--- src/rtl/sha1_pkg.sv ---
// Shared definitions for the SHA1 message padder and the SHA1 core.
//   - Block/word/length-field geometry and the FIPS 180-4 pad byte.
//   - Padder FSM state encoding.
//   - SHA1 initial hash values (consumed by the core when out_first is set).
//   - mask_pad_word: masks invalid tail bytes and inserts the 0x80 pad byte.
package sha1_pkg;

  localparam int BLOCK_W     = 512;
  localparam int WORD_W      = 32;
  localparam int LEN_FIELD_W = 64;
  localparam int BLK_WORDS   = BLOCK_W / WORD_W;
  localparam int IDX_W       = 4;

  localparam logic [7:0] PAD_BYTE = 8'h80;

  localparam logic [WORD_W-1:0] SHA1_H0 = 32'h67452301;
  localparam logic [WORD_W-1:0] SHA1_H1 = 32'hEFCDAB89;
  localparam logic [WORD_W-1:0] SHA1_H2 = 32'h98BADCFE;
  localparam logic [WORD_W-1:0] SHA1_H3 = 32'h10325476;
  localparam logic [WORD_W-1:0] SHA1_H4 = 32'hC3D2E1F0;

  typedef enum logic [2:0] {
    ST_FILL,
    ST_PAD,
    ST_LEN,
    ST_EMIT,
    ST_EMIT_PAD
  } pad_state_e;

  // Keeps bytes [0, nb) of a big-endian word, zeroes the rest, and on the
  // final word drops the pad byte into byte position nb when it fits.
  function automatic logic [WORD_W-1:0] mask_pad_word(
    input logic [WORD_W-1:0] d,
    input logic [2:0]        nb,
    input logic              last
  );
    logic [WORD_W-1:0] w;
    w = '0;
    for (int b = 0; b < 4; b++) begin
      if (b < int'(nb)) begin
        w[WORD_W-1-8*b -: 8] = d[WORD_W-1-8*b -: 8];
      end else if (last && (b == int'(nb))) begin
        w[WORD_W-1-8*b -: 8] = PAD_BYTE;
      end
    end
    return w;
  endfunction

endpackage

--- src/rtl/sha1_block_buf.sv ---
// 16 x 32-bit block buffer for the SHA1 padder.
// Ports:
//   clk       in   clock
//   clear_i   in   synchronous clear of all words
//   wr_en_i   in   write strobe
//   wr_idx_i  in   word index to write (0 = first word)
//   wr_data_i in   word to write
//   block_o   out  flat block, word 0 in the most significant 32 bits
module sha1_block_buf
  import sha1_pkg::*;
(
  input  logic               clk,
  input  logic               clear_i,
  input  logic               wr_en_i,
  input  logic [IDX_W-1:0]   wr_idx_i,
  input  logic [WORD_W-1:0]  wr_data_i,
  output logic [BLOCK_W-1:0] block_o
);

  logic [WORD_W-1:0] mem_q [BLK_WORDS];

  always_ff @(posedge clk) begin
    if (clear_i) begin
      for (int i = 0; i < BLK_WORDS; i++) begin
        mem_q[i] <= '0;
      end
    end else if (wr_en_i) begin
      mem_q[wr_idx_i] <= wr_data_i;
    end
  end

  always_comb begin
    block_o = '0;
    for (int i = 0; i < BLK_WORDS; i++) begin
      block_o[BLOCK_W-1-WORD_W*i -: WORD_W] = mem_q[i];
    end
  end

endmodule

--- src/rtl/sha1_msg_padder.sv ---
// SHA1 message padder: turns a big-endian 32-bit word stream into complete,
// FIPS 180-4 padded 512-bit blocks for the SHA1 core.
// Ports:
//   clk, reset            clock, synchronous active-high reset
//   in_data/in_valid/in_ready/in_last/in_bytes
//                         message word stream (byte 0 in [31:24]); in_bytes is
//                         4 except on the final word, where it may be 0..4
//   out_block/out_valid/out_ready
//                         padded block (word 0 in [511:480]) with handshake
//   out_first/out_last    block is first / final of its message
//   msg_len_bits          message length in bits, driven while out_last is high
//   busy                  message in flight (first word accepted, last block not yet taken)
module sha1_msg_padder
  import sha1_pkg::*;
#(
  parameter int CNT_W = 61
) (
  input  logic                   clk,
  input  logic                   reset,
  input  logic [WORD_W-1:0]      in_data,
  input  logic                   in_valid,
  output logic                   in_ready,
  input  logic                   in_last,
  input  logic [2:0]             in_bytes,
  output logic [BLOCK_W-1:0]     out_block,
  output logic                   out_valid,
  input  logic                   out_ready,
  output logic                   out_first,
  output logic                   out_last,
  output logic [LEN_FIELD_W-1:0] msg_len_bits,
  output logic                   busy
);

  pad_state_e         state_q, state_d;
  logic [IDX_W-1:0]   idx_q;
  logic [CNT_W-1:0]   byte_cnt_q;
  logic               pad_pending_q;
  logic               first_q;
  logic               last_q;
  logic               busy_q;

  logic               accept;
  logic               take;
  logic               pad_in_word;
  logic [LEN_FIELD_W-1:0] len_bits;

  logic               wr_en;
  logic [WORD_W-1:0]  wr_data;

  assign accept      = in_valid && in_ready;
  assign take        = out_valid && out_ready;
  // A short final word (including the empty one) has room for the pad byte.
  assign pad_in_word = in_last && (in_bytes < 3'd4);
  // Byte count wraps mod 2^CNT_W; the shift turns bytes into bits.
  assign len_bits    = LEN_FIELD_W'(byte_cnt_q) << 3;

  // ---- state register ----
  always_ff @(posedge clk) begin
    if (reset) begin
      state_q <= ST_FILL;
    end else begin
      state_q <= state_d;
    end
  end

  // ---- next-state logic ----
  // The pad byte always lands at or before word 13 on the path into LEN;
  // landing in word 14 or 15 leaves no room for the length, so the block is
  // emitted as non-final and padding continues in a fresh block.
  always_comb begin
    state_d = state_q;
    unique case (state_q)
      ST_FILL: begin
        if (accept) begin
          if (idx_q == 4'd15) begin
            state_d = in_last ? ST_EMIT_PAD : ST_EMIT;
          end else if (in_last) begin
            state_d = (pad_in_word && (idx_q == 4'd13)) ? ST_LEN : ST_PAD;
          end
        end
      end
      ST_PAD: begin
        if (idx_q == 4'd13) begin
          state_d = ST_LEN;
        end else if (idx_q == 4'd15) begin
          state_d = ST_EMIT_PAD;
        end
      end
      ST_LEN: begin
        if (idx_q == 4'd15) begin
          state_d = ST_EMIT;
        end
      end
      ST_EMIT: begin
        if (out_ready) begin
          state_d = ST_FILL;
        end
      end
      ST_EMIT_PAD: begin
        if (out_ready) begin
          state_d = ST_PAD;
        end
      end
      default: state_d = ST_FILL;
    endcase
  end

  // ---- output / buffer-write logic ----
  always_comb begin
    in_ready     = (state_q == ST_FILL);
    out_valid    = (state_q == ST_EMIT) || (state_q == ST_EMIT_PAD);
    out_first    = out_valid && first_q;
    out_last     = (state_q == ST_EMIT) && last_q;
    msg_len_bits = out_last ? len_bits : '0;
    busy         = busy_q;
    wr_en        = 1'b0;
    wr_data      = '0;
    unique case (state_q)
      ST_FILL: begin
        wr_en   = accept;
        wr_data = mask_pad_word(in_data, in_bytes, in_last);
      end
      ST_PAD: begin
        wr_en   = 1'b1;
        wr_data = pad_pending_q ? {PAD_BYTE, 24'h0} : '0;
      end
      ST_LEN: begin
        wr_en   = 1'b1;
        wr_data = idx_q[0] ? len_bits[WORD_W-1:0] : len_bits[LEN_FIELD_W-1:WORD_W];
      end
      default: begin
        wr_en   = 1'b0;
        wr_data = '0;
      end
    endcase
  end

  // ---- index, byte counter and message flags ----
  always_ff @(posedge clk) begin
    if (reset) begin
      idx_q         <= '0;
      byte_cnt_q    <= '0;
      pad_pending_q <= 1'b0;
      first_q       <= 1'b1;
      last_q        <= 1'b0;
      busy_q        <= 1'b0;
    end else begin
      unique case (state_q)
        ST_FILL: begin
          if (accept) begin
            idx_q      <= idx_q + 4'd1;
            byte_cnt_q <= byte_cnt_q + CNT_W'(in_bytes);
            busy_q     <= 1'b1;
            if (in_last && !pad_in_word) begin
              pad_pending_q <= 1'b1;
            end
          end
        end
        ST_PAD: begin
          idx_q         <= idx_q + 4'd1;
          pad_pending_q <= 1'b0;
        end
        ST_LEN: begin
          idx_q <= idx_q + 4'd1;
          if (idx_q == 4'd15) begin
            last_q <= 1'b1;
          end
        end
        ST_EMIT, ST_EMIT_PAD: begin
          if (take) begin
            idx_q   <= '0;
            first_q <= 1'b0;
            if ((state_q == ST_EMIT) && last_q) begin
              byte_cnt_q <= '0;
              first_q    <= 1'b1;
              last_q     <= 1'b0;
              busy_q     <= 1'b0;
            end
          end
        end
        default: begin
          idx_q <= '0;
        end
      endcase
    end
  end

  // ---- block buffer ----
  sha1_block_buf u_buf (
    .clk       (clk),
    .clear_i   (reset),
    .wr_en_i   (wr_en),
    .wr_idx_i  (idx_q),
    .wr_data_i (wr_data),
    .block_o   (out_block)
  );

endmodule

--- config.mk ---
export PLATFORM = sky130hd
export DESIGN_NAME = sha1_msg_padder
export DESIGN_NICKNAME = d
export VERILOG_FILES = /design/src/rtl/sha1_pkg.sv /design/src/rtl/sha1_block_buf.sv /design/src/rtl/sha1_msg_padder.sv
export SDC_FILE = /design/constraint.sdc
export NUM_CORES = 1
export LEC_CHECK = 0
export CELL_PAD_IN_SITES_DETAIL_PLACEMENT = 1
export CELL_PAD_IN_SITES_GLOBAL_PLACEMENT = 1
export CORE_AREA = 2 2 239 241
export CTS_CLUSTER_SIZE = 10
export DETAILED_ROUTE_END_ITERATION = 7
export DIE_AREA = 0 0 241 243
export DONT_BUFFER_PORTS = 1
export GPL_ROUTABILITY_DRIVEN = 0
export HOLD_SLACK_MARGIN = 0.05
export PLACE_DENSITY = 0.68
export SLEW_MARGIN = 20
export SYNTH_ARGS = -nofsm -noshare
export SYNTH_HDL_FRONTEND = slang
export SYNTH_HIERARCHICAL = 1
export SYNTH_SLANG_ARGS = --single-unit
--- constraint.sdc ---
create_clock -name clk -period 4.3 [get_ports clk]
set_input_delay 0.86 -clock clk [delete_from_list [all_inputs] [get_ports clk]]
set_output_delay 0.86 -clock clk [all_outputs]
set_load 0.01 [all_outputs]
==> flow_summary.yaml <==
outcome:
  outcome: "complete, no violations"
clocking:
  root_buffer: "clkbuf_16"
  htreeDepth: 3
  cts_resized: 0
  cts_hold_buf: 0
  clk_pin_slew_worst_paths_ns: 0.06
  numCtsBuffers: 69
  clockBufferDepth: 3
  clk_latency_ns: 0.62
  tritoncts: "built"
  clock-sinks: 584
  cts_setup_buffers: 0
timing:
  period_needed_ns: 3.454
  rsz0062_at_grt: "false"
  worst_slack_ns: 0.8460
  fin_hold_ws_ns: 0.3685
  skew_ns: 0.02601
  setup_viol: 0
  hold_violations: 0
  fmax_mhz: 289.5
  post-route-period-util_pct: 80.33
  relSlewSlack_pct: 18.08
  maxSlewViolCount: 0
  tns_ns: 0
  worstMarginPinSlew_ns: 1.227
synth:
  yosys-top-cells-area: "edfxtp_1, nor3_1, dfxtp_1, nor3_2, clkbuf_1"
  synthCells: 1980
  synthesis.area_um2: 24550
  ys.flop_type: "edfxtp_1"
  postSynth.asyncResetShare_pct: 0
  ys_warn_count: 6
  synth_seq_area_share_pct: 68.49
  syn_avg_cell_area_um2: 12.40
  synth_top_area_share_pct: 62.62
  yosysTopAreaCell: "edfxtp_1"
  ys_types: 60
  ys_ff_latch: 584
  synth_edf_count: 512
cells_and_area:
  final_area_um2: 27410
  num-nets-final: 1950
  multiInputGateArea_um2: 6900
  drive_above_1_share_pct: 13.65
  final_cell_mix: "edfxtp_1, nor3_1, nand2_1"
  regArea_um2: 16820
  final_core_util_pct: 48.99
  final_cells: 2684
  layout_commonest_cell: "edfxtp_1"
  area_growth_pct: 11.63
  fill_cells: 5665
power:
  power_density_nw_per_um2: 479.6
  ir_drop_v: 0.0002600
  leakage_nw: 8.886
  p_total_mw: 13.15
routing:
  drt_wl_total_um: 94080
  drt-pass1-iter-count: 5
  wl_per_cell_um: 35.05
  ant_nets: 0
  drt_drc_violations_left: 0
  vias: 17360
  via_per_inst: 6.468
  drtIter0Drc: 1682
floorplanning:
  die_x_um: 241
  coreArea_um2: 55950
  start_util_pct: 43.88
  dieArea_um2: 58560
  pin_count: 621
  die_y_um: 243
  num_rows: 87
worst_setup_path:
  path_max_fanout: 18
  cp-start-kind: "flop"
  reg2reg_from: "state_q[1]"
  crit_buf_inv: 3
  cpLargestDelayFamily: "buffers and inverters"
  crit_start: "state_q[1]"
  cpMaxStageDelayCell: "clkinv_1"
  slowest_delay_ns: 0.92
  criticalPathCategory: "reg2reg"
  path_cells: "inv_1 > or3_1 > buf_4 > o21ai_0 > clkinv_1 > nor3_1"
  crit_required_ns: 4.70
  worst_setup_path_end_kind: "flop"
  critPathArrivalTime_ns: 3.86
placed_design:
  place_area_um2: 25400
  dp.cells: 2588
  post-place-ws_ns: 0.7766
  dpl.hpwl_um: 62920
  placement.io_buffers: 0
global_route:
  gr-total-overflow: 0
  grt_pass1_vias: 17130
  grt_max_degree: 93
  grt_antenna_before_repair: 1
  grt_util_all_layers_pct: 31.49
  grt_pass1_wl_um: 132300
flow_run:
  maxCapViolations: 0
hold_path:
  hp-start: "reset"
  hold_path.class: "in2reg"
-- worst reg2reg max path, cell delays in order (launching register included) --
cell      delay [ns]
dfxtp_1         0.58
inv_1           0.11
or3_1           0.60
buf_4           0.31
o21ai_0         0.20
clkinv_1        0.92
nor3_1          0.54
-- logic make-up (layout without fill, tap and decap cells) --
| logic type | after synthesis | in the layout | synth area share, % |
|---|---|---|---|
| buffers and inverters | 259 | 204 | 4.449 |
| AOI/OAI and AO/OA | 222 | 222 | 5.468 |
| other | 1 | 4 | 0.01527 |
| and+or+nand+nor | 875 | 875 | 19.90 |
| muxes | 32 | 32 | 1.305 |
| adders and majority gates | 6 | 6 | 0.3363 |
| xor gates and xnor gates | 1 | 1 | 0.03568 |
| DFF | 584 | 584 | 68.49 |
-- layout make-up --
cell class,instances,area share [%]
antenna,1,0.009130
clock buffer,86,6.605
sequential,584,61.35
timing repair buffer,71,2.292
clock inverter,8,0.5797
inverter,39,0.5341
tap,756,3.451
multi-input combinational,1139,25.17
-- where the power goes --
group	total (mW)	leakage, nW	switching [mW]	internal (mW)
logic	1.17	2.06	0.966	0.200
clock network	5.28	0.948	2.30	2.98
registers	6.70	5.88	0.307	6.40
-- flip-flops by register name (all words and copies together), names as in the netlist --
register	count
first_q	1
idx_q	4
last_q	1
byte_cnt_q	61
pad_pending_q	1
u_buf/mem_q	512
state_q	3
busy	1
-- metal layers --
metal,global-route usage (%),wire length (um),vias to the layer above
met5,0,0,-
met4,12.47,3720,0
met3,8.461,8977,183
met2,52.09,46180,1021
met1,39.10,35200,8881
li1,-,-,7276
-- synth_stat cells, types with 4 or more instances --
master / instances
ha_1: 5
a31oi_1: 27
edfxtp_1: 512
buf_4: 6
clkbuf_1: 158
or3_1: 6
and4_1: 6
or4_1: 7
nor2_1: 51
nor3_2: 77
mux2i_1: 32
dfxtp_1: 72
inv_1: 38
buf_6: 7
and3_1: 76
o21bai_1: 16
a41oi_1: 8
nand4b_1: 5
a211oi_1: 11
o21ai_0: 75
buf_2: 36
nor4_1: 9
nand3_1: 35
nand2_1: 86
a21oi_1: 51
o211ai_1: 4
nand4_1: 20
o31ai_1: 6
and2_1: 11
nand2b_1: 4
a22oi_1: 4
nor3_1: 462
buf_1: 13
-- worst paths after layout --
path / end / slack, ns / cells after the start
setup / recovery: u_buf/mem_q[8][12] / 0.85 / 6
hold / removal: idx_q[0] / 0.37 / 1
setup reg to reg: u_buf/mem_q[8][12] / 0.85 / 6
hold reg to reg: first_q / 0.45 / 2
Note: power is estimated with default switching activity, not from simulation.
